--- config.mk ---
export PLATFORM = sky130hd
export DESIGN_NAME = risc_net_sequencer_flat
export DESIGN_NICKNAME = d
export VERILOG_FILES = /design/src/rtl/risc_net_sequencer_if.sv /design/src/rtl/risc_net_sequencer.sv /design/src/flat_wrapper.sv
export SDC_FILE = /design/constraint.sdc
export NUM_CORES = 1
export LEC_CHECK = 0
export CORE_MARGIN = 2
export CORE_UTILIZATION = 25
export DETAILED_ROUTE_END_ITERATION = 8
export PLACE_DENSITY = 0.55
export SETUP_SLACK_MARGIN = 0.2
export SLEW_MARGIN = 20
export SYNTH_ARGS = -nofsm -noshare
export SYNTH_HDL_FRONTEND = slang
export SYNTH_SLANG_ARGS = --single-unit
--- constraint.sdc ---
create_clock -name clk -period 2.6 [get_ports clk]
set_input_delay 0.26 -clock clk [delete_from_list [all_inputs] [get_ports clk]]
set_output_delay 0.26 -clock clk [all_outputs]
set_load 0.03 [all_outputs]
--- src/rtl/risc_net_sequencer_if.sv ---
// Memory and register-file port bundle driven by risc_net_sequencer.
// The sequencer is the only master of both ports.
interface risc_net_sequencer_if;
  localparam int unsigned MEM_DW = 32;
  localparam int unsigned MEM_AW = 16;
  localparam int unsigned REG_DW = 16;
  localparam int unsigned REG_IW = 4;

  logic              mem_rd;
  logic              mem_wn;
  logic [MEM_AW-1:0] mem_address;
  logic [MEM_DW-1:0] mem_write_data;
  logic [MEM_DW-1:0] mem_read_data;

  logic              reg_rd;
  logic              reg_wn;
  logic [REG_IW-1:0] reg_id;
  logic [REG_DW-1:0] reg_write_data;
  logic [REG_DW-1:0] reg_read_data;

  modport master (
    output mem_rd, mem_wn, mem_address, mem_write_data,
    output reg_rd, reg_wn, reg_id, reg_write_data,
    input  mem_read_data, reg_read_data
  );

  modport slave (
    input  mem_rd, mem_wn, mem_address, mem_write_data,
    input  reg_rd, reg_wn, reg_id, reg_write_data,
    output mem_read_data, reg_read_data
  );
endinterface

--- src/rtl/risc_net_sequencer.sv ---
// RISC-Net fetch/decode/execute sequencer: multi-cycle FSM mastering the
// instruction memory and register file ports. All outputs are registered.
// Optional macro RISC_NET_SEQ_STEP_EN adds a step input and single-step
// operation (IDLE after every retirement, step or start advances).
module risc_net_sequencer #(
  parameter logic [15:0] RESET_PC  = 16'h0000,
  parameter int unsigned MAX_INSTR = 0
) (
  input  logic        clk,
  input  logic        rst,
  input  logic        start,
`ifdef RISC_NET_SEQ_STEP_EN
  input  logic        step,
`endif
  risc_net_sequencer_if.master bus,
  output logic [15:0] pc,
  output logic        busy,
  output logic        halted,
  output logic        illegal,
  output logic [15:0] retired
);

  localparam int unsigned MEM_DW = 32;
  localparam int unsigned AW     = 16;
  localparam int unsigned DW     = 16;
  localparam int unsigned IW     = 4;
  localparam int unsigned SW     = 4;

  localparam logic [SW-1:0] S_IDLE   = 4'd0;
  localparam logic [SW-1:0] S_FETCH  = 4'd1;
  localparam logic [SW-1:0] S_FWAIT  = 4'd2;
  localparam logic [SW-1:0] S_DECODE = 4'd3;
  localparam logic [SW-1:0] S_RDA    = 4'd4;
  localparam logic [SW-1:0] S_RDB    = 4'd5;
  localparam logic [SW-1:0] S_EXEC   = 4'd6;
  localparam logic [SW-1:0] S_MWAIT  = 4'd7;
  localparam logic [SW-1:0] S_WB     = 4'd8;
  localparam logic [SW-1:0] S_HALT   = 4'd9;

  localparam logic [3:0] OP_NOP   = 4'h0;
  localparam logic [3:0] OP_LOADI = 4'h1;
  localparam logic [3:0] OP_LOAD  = 4'h2;
  localparam logic [3:0] OP_STORE = 4'h3;
  localparam logic [3:0] OP_ADD   = 4'h4;
  localparam logic [3:0] OP_SUB   = 4'h5;
  localparam logic [3:0] OP_JMP   = 4'h6;
  localparam logic [3:0] OP_JZ    = 4'h7;
  localparam logic [3:0] OP_HALT  = 4'hF;

`ifdef RISC_NET_SEQ_STEP_EN
  localparam logic [SW-1:0] S_RESUME = S_IDLE;
`else
  localparam logic [SW-1:0] S_RESUME = S_FETCH;
`endif

  logic [SW-1:0]     state, state_nxt;
  logic [3:0]        op, op_nxt;
  logic [IW-1:0]     ra, ra_nxt;
  logic [IW-1:0]     rb, rb_nxt;
  logic [AW-1:0]     imm, imm_nxt;
  logic [DW-1:0]     a, a_nxt;
  logic [DW-1:0]     b, b_nxt;
  logic [AW-1:0]     pc_nxt;
  logic [AW-1:0]     target;
  logic              retire;
  logic              go;
  logic              busy_nxt, halted_nxt, illegal_nxt;
  logic [DW-1:0]     retired_nxt;
  logic              mem_rd_nxt, mem_wn_nxt;
  logic [AW-1:0]     mem_address_nxt;
  logic [MEM_DW-1:0] mem_write_data_nxt;
  logic              reg_rd_nxt, reg_wn_nxt;
  logic [IW-1:0]     reg_id_nxt;
  logic [DW-1:0]     reg_write_data_nxt;

  // Instruction bits [19:16] carry no meaning and are dropped at fetch.
  logic unused_field;
  assign unused_field = ^bus.mem_read_data[19:16];

`ifdef RISC_NET_SEQ_STEP_EN
  assign go = start | step;
`else
  assign go = start;
`endif

  // State, datapath latches and registered outputs.
  always_ff @(posedge clk) begin
    if (rst) begin
      state              <= S_IDLE;
      op                 <= '0;
      ra                 <= '0;
      rb                 <= '0;
      imm                <= '0;
      a                  <= '0;
      b                  <= '0;
      pc                 <= RESET_PC;
      busy               <= 1'b0;
      halted             <= 1'b0;
      illegal            <= 1'b0;
      retired            <= '0;
      bus.mem_rd         <= 1'b0;
      bus.mem_wn         <= 1'b0;
      bus.mem_address    <= '0;
      bus.mem_write_data <= '0;
      bus.reg_rd         <= 1'b0;
      bus.reg_wn         <= 1'b0;
      bus.reg_id         <= '0;
      bus.reg_write_data <= '0;
    end else begin
      state              <= state_nxt;
      op                 <= op_nxt;
      ra                 <= ra_nxt;
      rb                 <= rb_nxt;
      imm                <= imm_nxt;
      a                  <= a_nxt;
      b                  <= b_nxt;
      pc                 <= pc_nxt;
      busy               <= busy_nxt;
      halted             <= halted_nxt;
      illegal            <= illegal_nxt;
      retired            <= retired_nxt;
      bus.mem_rd         <= mem_rd_nxt;
      bus.mem_wn         <= mem_wn_nxt;
      bus.mem_address    <= mem_address_nxt;
      bus.mem_write_data <= mem_write_data_nxt;
      bus.reg_rd         <= reg_rd_nxt;
      bus.reg_wn         <= reg_wn_nxt;
      bus.reg_id         <= reg_id_nxt;
      bus.reg_write_data <= reg_write_data_nxt;
    end
  end

  // Next state and next outputs; strobes are set for the state being entered.
  always_comb begin
    state_nxt          = state;
    op_nxt             = op;
    ra_nxt             = ra;
    rb_nxt             = rb;
    imm_nxt            = imm;
    a_nxt              = a;
    b_nxt              = b;
    pc_nxt             = pc;
    illegal_nxt        = illegal;
    retired_nxt        = retired;
    retire             = 1'b0;
    target             = pc + 16'd1;
    mem_rd_nxt         = 1'b0;
    mem_wn_nxt         = 1'b0;
    mem_address_nxt    = bus.mem_address;
    mem_write_data_nxt = bus.mem_write_data;
    reg_rd_nxt         = 1'b0;
    reg_wn_nxt         = 1'b0;
    reg_id_nxt         = bus.reg_id;
    reg_write_data_nxt = bus.reg_write_data;

    case (state)
      S_IDLE: begin
        if (go) state_nxt = S_FETCH;
      end
      S_HALT: begin
        if (start) begin
          pc_nxt      = RESET_PC;
          illegal_nxt = 1'b0;
          retired_nxt = '0;
          state_nxt   = S_FETCH;
        end
      end
      S_FETCH: state_nxt = S_FWAIT;
      S_FWAIT: begin
        op_nxt     = bus.mem_read_data[31:28];
        ra_nxt     = bus.mem_read_data[27:24];
        rb_nxt     = bus.mem_read_data[23:20];
        imm_nxt    = bus.mem_read_data[15:0];
        reg_rd_nxt = 1'b1;
        reg_id_nxt = bus.mem_read_data[27:24];
        state_nxt  = S_DECODE;
      end
      S_DECODE: begin
        reg_rd_nxt = 1'b1;
        reg_id_nxt = rb;
        state_nxt  = S_RDA;
      end
      S_RDA: begin
        a_nxt     = bus.reg_read_data;
        state_nxt = S_RDB;
      end
      S_RDB: begin
        b_nxt     = bus.reg_read_data;
        state_nxt = S_EXEC;
        if (op == OP_LOAD) begin
          mem_rd_nxt      = 1'b1;
          mem_address_nxt = imm;
        end else if (op == OP_STORE) begin
          mem_wn_nxt         = 1'b1;
          mem_address_nxt    = imm;
          mem_write_data_nxt = {16'h0000, a};
        end
      end
      S_EXEC: begin
        case (op)
          OP_NOP, OP_STORE: retire = 1'b1;
          OP_JMP: begin
            retire = 1'b1;
            target = imm;
          end
          OP_JZ: begin
            retire = 1'b1;
            if (a == 16'h0000) target = imm;
          end
          OP_LOAD: state_nxt = S_MWAIT;
          OP_LOADI, OP_ADD, OP_SUB: begin
            reg_wn_nxt = 1'b1;
            reg_id_nxt = ra;
            if (op == OP_LOADI)    reg_write_data_nxt = imm;
            else if (op == OP_ADD) reg_write_data_nxt = a + b;
            else                   reg_write_data_nxt = a - b;
            state_nxt = S_WB;
          end
          OP_HALT: state_nxt = S_HALT;
          default: begin
            illegal_nxt = 1'b1;
            state_nxt   = S_HALT;
          end
        endcase
      end
      S_MWAIT: begin
        reg_wn_nxt         = 1'b1;
        reg_id_nxt         = ra;
        reg_write_data_nxt = bus.mem_read_data[15:0];
        state_nxt          = S_WB;
      end
      S_WB: retire = 1'b1;
      default: state_nxt = S_IDLE;
    endcase

    if (retire) begin
      pc_nxt      = target;
      retired_nxt = retired + 16'd1;
      if ((MAX_INSTR != 0) && (retired_nxt == 16'(MAX_INSTR))) state_nxt = S_HALT;
      else state_nxt = S_RESUME;
    end

    if (state_nxt == S_FETCH) begin
      mem_rd_nxt      = 1'b1;
      mem_address_nxt = pc_nxt;
    end

    busy_nxt   = (state_nxt != S_IDLE) && (state_nxt != S_HALT);
    halted_nxt = (state_nxt == S_HALT);
  end

endmodule

--- src/flat_wrapper.sv ---
// flat-port wrapper written by rule: the top's interface ports become plain ports
module risc_net_sequencer_flat 
#(
  parameter logic [15:0] RESET_PC  = 16'h0000,
  parameter int unsigned MAX_INSTR = 0
)
  (clk, rst, start, pc, busy, halted, illegal, retired, bus_mem_rd, bus_mem_wn, bus_mem_address, bus_mem_write_data, bus_reg_rd, bus_reg_wn, bus_reg_id, bus_reg_write_data, bus_mem_read_data, bus_reg_read_data);
  risc_net_sequencer_if bus_i ();
  input  logic clk;
  input  logic rst;
  input  logic start;
  output logic [15:0] pc;
  output logic busy;
  output logic halted;
  output logic illegal;
  output logic [15:0] retired;
  output wire logic [$bits(bus_i.mem_rd)-1:0] bus_mem_rd;
  output wire logic [$bits(bus_i.mem_wn)-1:0] bus_mem_wn;
  output wire logic [$bits(bus_i.mem_address)-1:0] bus_mem_address;
  output wire logic [$bits(bus_i.mem_write_data)-1:0] bus_mem_write_data;
  output wire logic [$bits(bus_i.reg_rd)-1:0] bus_reg_rd;
  output wire logic [$bits(bus_i.reg_wn)-1:0] bus_reg_wn;
  output wire logic [$bits(bus_i.reg_id)-1:0] bus_reg_id;
  output wire logic [$bits(bus_i.reg_write_data)-1:0] bus_reg_write_data;
  input wire logic [$bits(bus_i.mem_read_data)-1:0] bus_mem_read_data;
  input wire logic [$bits(bus_i.reg_read_data)-1:0] bus_reg_read_data;
  assign bus_mem_rd = bus_i.mem_rd;
  assign bus_mem_wn = bus_i.mem_wn;
  assign bus_mem_address = bus_i.mem_address;
  assign bus_mem_write_data = bus_i.mem_write_data;
  assign bus_reg_rd = bus_i.reg_rd;
  assign bus_reg_wn = bus_i.reg_wn;
  assign bus_reg_id = bus_i.reg_id;
  assign bus_reg_write_data = bus_i.reg_write_data;
  assign bus_i.mem_read_data = bus_mem_read_data;
  assign bus_i.reg_read_data = bus_reg_read_data;
  risc_net_sequencer #(.RESET_PC(RESET_PC), .MAX_INSTR(MAX_INSTR)) u_core (.clk(clk), .rst(rst), .start(start), .bus(bus_i), .pc(pc), .busy(busy), .halted(halted), .illegal(illegal), .retired(retired));
endmodule
==> out/qor.csv <==
stage,metric,value,unit
run_status,status,finished with violations,
timing,min Tclk post-route,2827,ps
global_routing,total gr overflow,0,
clocking,CTS tree,done,
timing,"Slew Viols, Final",0,
floorplan,core region area,31640,um^2
run_status,failing checks,setup timing,
floorplan,die area,33740,um^2
clocking,H-tree depth,4,
clocking,Root Buffer,clkbuf_16,
power_and_ir_drop,power consumption,5.789,mW
timing,Slew HR,57.71,%
synth,Most used DFF post-synth,dfxtp_1,
drt,Routed Antenna Nets,0,
place,placer congestion estimate,0.8794,
job,max-cap violations,0,
floorplan,Die Y,183.7,um
setup_path,RR Endpoint,u_core.bus.reg_write_data[14],
timing,RSZ-0062 raised after global routing,true,
synth,post-synthesis cell type count,69,
power_and_ir_drop,P_leak,4.355,nW
global_routing,vias in the first global route,7868,
synth,#FFs+latches synth,155,
setup_path,"Data arrival, critical path",3140,ps
synth,post-synthesis sequential area ratio,38.44,%
finish,fin cells,1647,
place,port bufs,137,
synth,ranking of synthesized cells by area,"dfxtp_1 (38%), nand2_1 (8.6%), a21oi_1 (8.1%), mux2_2 (3.6%), nor2_1 (3.6%)",
worst_hold_path,Hold WC Path Type,in -> reg,
worst_hold_path,hold endpoint,u_core.bus.mem_write_data[6],
synth,warnings from Yosys,0,
drt,drt drc,0,
place,Detailed Place HPWL,20990,um
setup_path,critical path endpoint category,flip-flop,
setup_path,Register-to-Register Path Depth,10,
setup_path,r2r startpoint,u_core.b[6],
synth,commonest cells in the netlist,"nand2_1 (186), dfxtp_1 (155), a21oi_1 (130), nor2_1 (78), o21ai_0 (52)",
drt,DR WL/cell,17.42,um
setup_path,"Cell Chain, Critical Path",or4_4 > nand4b_1 > buf_4 > o21ai_2 > xnor2_1 > ha_1 > a21o_1 > o41a_1 > mux2i_1 > nand2_1,
global_routing,initial antenna violation count,0,
setup_path,Critical Path Max Stage Delay,520,ps
timing,final number of hold-violating endpoints,0,
floorplan,I/O pin count,158,
floorplan,Horiz. Die Dim,183.7,um
worst_hold_path,WHS Path Cells,3,
finish,Layout area overhead,43.62,%
timing,worst-margin pin slew,632.9,ps
finish,fill count,3245,
setup_path,CP max-delay cell,or4_4,
finish,Final Net Count,1302,
clocking,Sink Count,155,
global_routing,first-pass GRT wire length,44220,um
finish,post-route cell area,11590,um^2
drt,Via density,5.011,
timing,Setup Viol. Count Final,8,
place,dpl cell area,10540,um^2
global_routing,largest net degree at the start of global routing,101,
setup_path,Worst EP required,2920,ps
drt,Initial DRC Count,633,
synth,ys async rst share,0,%
drt,Vias,8253,
clocking,clock buffer depth,2,
timing,clk_skew,16.11,ps
power_and_ir_drop,pwr dens,499.3,nW/um^2
finish,layout cells sized above 1,21.04,%
setup_path,critical path launch point type,flip-flop,
power_and_ir_drop,worst vdd ir,406.4,uV
timing,Worst Slack Setup Final,-227.0,ps
setup_path,CP Max Fanout,5,
worst_hold_path,HP Start,rst,
floorplan,starting density of the core,25.51,%
finish,ant diodes,0,
synth,share of the synthesized area in the top cell type,38.44,%
synth,"EDFF count, synth",0,
clocking,Worst-path clk slew,60,ps
setup_path,r2r setup slk,-230,ps
timing,ratio of final minimum period to clock period,108.7,%
synth,Avg Inst Size Synth,7.898,um^2
synth,Yosys top cell by area,dfxtp_1,
drt,drt first pass iters,5,
global_routing,total global-route track usage,16.81,%
floorplan,row count,65,
synth,most common cell in the netlist,nand2_1,
setup_path,crit path kind,reg -> reg,
clocking,CTS buffer count,17,
drt,final WL,28690,um
synth,Post-Syn Instances,1022,
clocking,clock latency on the worst-skew pair,430,ps
synth,mapped cell area,8071,um^2
timing,Max Freq,353.7,MHz
place,placed cells,1601,
[worst max-delay path, delay by kind of cell (launching register included)]
| family | cells | cell delay [ps] |
|---|---|---|
| buffers and inverters | 1 | 180 |
| and+or+nand+nor | 3 | 820 |
| DFF | 1 | 320 |
| adders and majority gates | 1 | 310 |
| AOI/OAI and AO/OA | 3 | 790 |
| xor gates and xnor gates | 1 | 140 |
| muxes | 1 | 160 |
[state kept, by name, indices dropped and copies added, names as in the netlist, 16 cells and up]
| signal | count |
|---|---|
| u_core.bus.mem_write_data | 16 |
| u_core.bus.reg_write_data | 16 |
| u_core.b | 16 |
| u_core.a | 16 |
| u_core.pc | 16 |
| u_core.imm | 16 |
| u_core.retired | 16 |
| u_core.bus.mem_address | 16 |
[where the power goes]
part	switching (mW)	total [mW]	leakage [nW]	internal [mW]
Sequential	0.0637	2.52	1.26	2.45
Combinational	0.496	0.856	2.84	0.360
Clock	1.07	2.42	0.259	1.35
Total	1.63	5.79	4.35	4.16
[cell type report]
class	instances	area (um^2)	share of cell area, %
Timing Repair Buffer	254	2313	19.96
Clock buffer	20	446.7	3.853
Sequential cell	155	3109	26.82
Clock inverter	12	112.6	0.9714
Inverter	16	60.06	0.5181
Tap cell	402	503.0	4.339
Multi-Input combinational cell	788	5047	43.54
[worst max-delay path by stage]
stage                 from                            end  slack (ps)  cells after the start
6_report       u_core.b[6]  u_core.bus.reg_write_data[14]        -230                     10
3_5_place_dp   u_core.b[6]  u_core.bus.reg_write_data[15]        -240                     11
2_1_floorplan  u_core.b[5]  u_core.bus.reg_write_data[13]        -140                     10
4_1_cts        u_core.b[6]  u_core.bus.reg_write_data[15]        -220                     11
5_1_grt        u_core.b[6]  u_core.bus.reg_write_data[15]        -340                     11
3_3_place_gp   u_core.b[6]  u_core.bus.reg_write_data[15]        -210                     11
[through the flow]
stage / setup slack (ps) / util, % / TNS (ps) / hold WS [ps]
2_1_floorplan: -137.6 / - / -324.9 / 388.4
3_3_place_gp: -211.9 / 33.30 / -2157 / 442.2
3_5_place_dp: -235.4 / 33.30 / -2093 / 448.9
4_1_cts: -222.7 / 35.69 / -931.8 / 373.7
5_1_grt: -339.4 / 36.64 / -2105 / 402.2
6_report: -227.0 / 36.64 / -1101 / 382.9
[layer usage]
layer	vias up	global-route usage, %	wire length [um]
met2	238	27.53	13590
met4	0	4.832	457
met5	-	0	0
met1	3944	22.44	13100
li1	4042	-	-
met3	29	3.269	1550
[cells in the final DEF (no fill, tap or decap), types with 8 or more instances in the layout]
cell type	count
buf_4	105
o21a_1	9
clkbuf_16	17
nor4_1	8
a22oi_1	8
nand2_1	185
dfxtp_1	150
buf_6	11
conb_1	16
clkdlybuf4s50_1	136
mux2_2	26
nor2_1	73
xnor2_1	15
nor3_1	28
xor2_1	11
a21oi_1	119
a21o_1	10
and3_1	9
a221oi_1	8
o21ai_1	9
o21ai_0	37
a21oi_2	9
inv_1	15
ha_1	15
nand3_1	20
nand2b_1	10
[cell families (layout without fill, tap and decap cells)]
group,count (synthesis),after routing,synth area share [%]
and+or+nand+nor,401,402,22.88
AOI/OAI and AO/OA,286,286,21.97
DFF,155,155,38.44
buffers and inverters,95,302,5.549
muxes,37,37,5.038
xor gates and xnor gates,28,28,3.038
adders and majority gates,19,19,3.038
other,1,16,0.04646
[what timing repair did]
action                     in CTS  in global routing
cloned                          1                  0
gates resized for setup        26                 60
hold buffers                    0                  0
pin swaps                      27                 41
setup endpoints to repair      47                 46
setup buffers                   7                  6
Note: power is estimated with default switching activity, not from simulation.
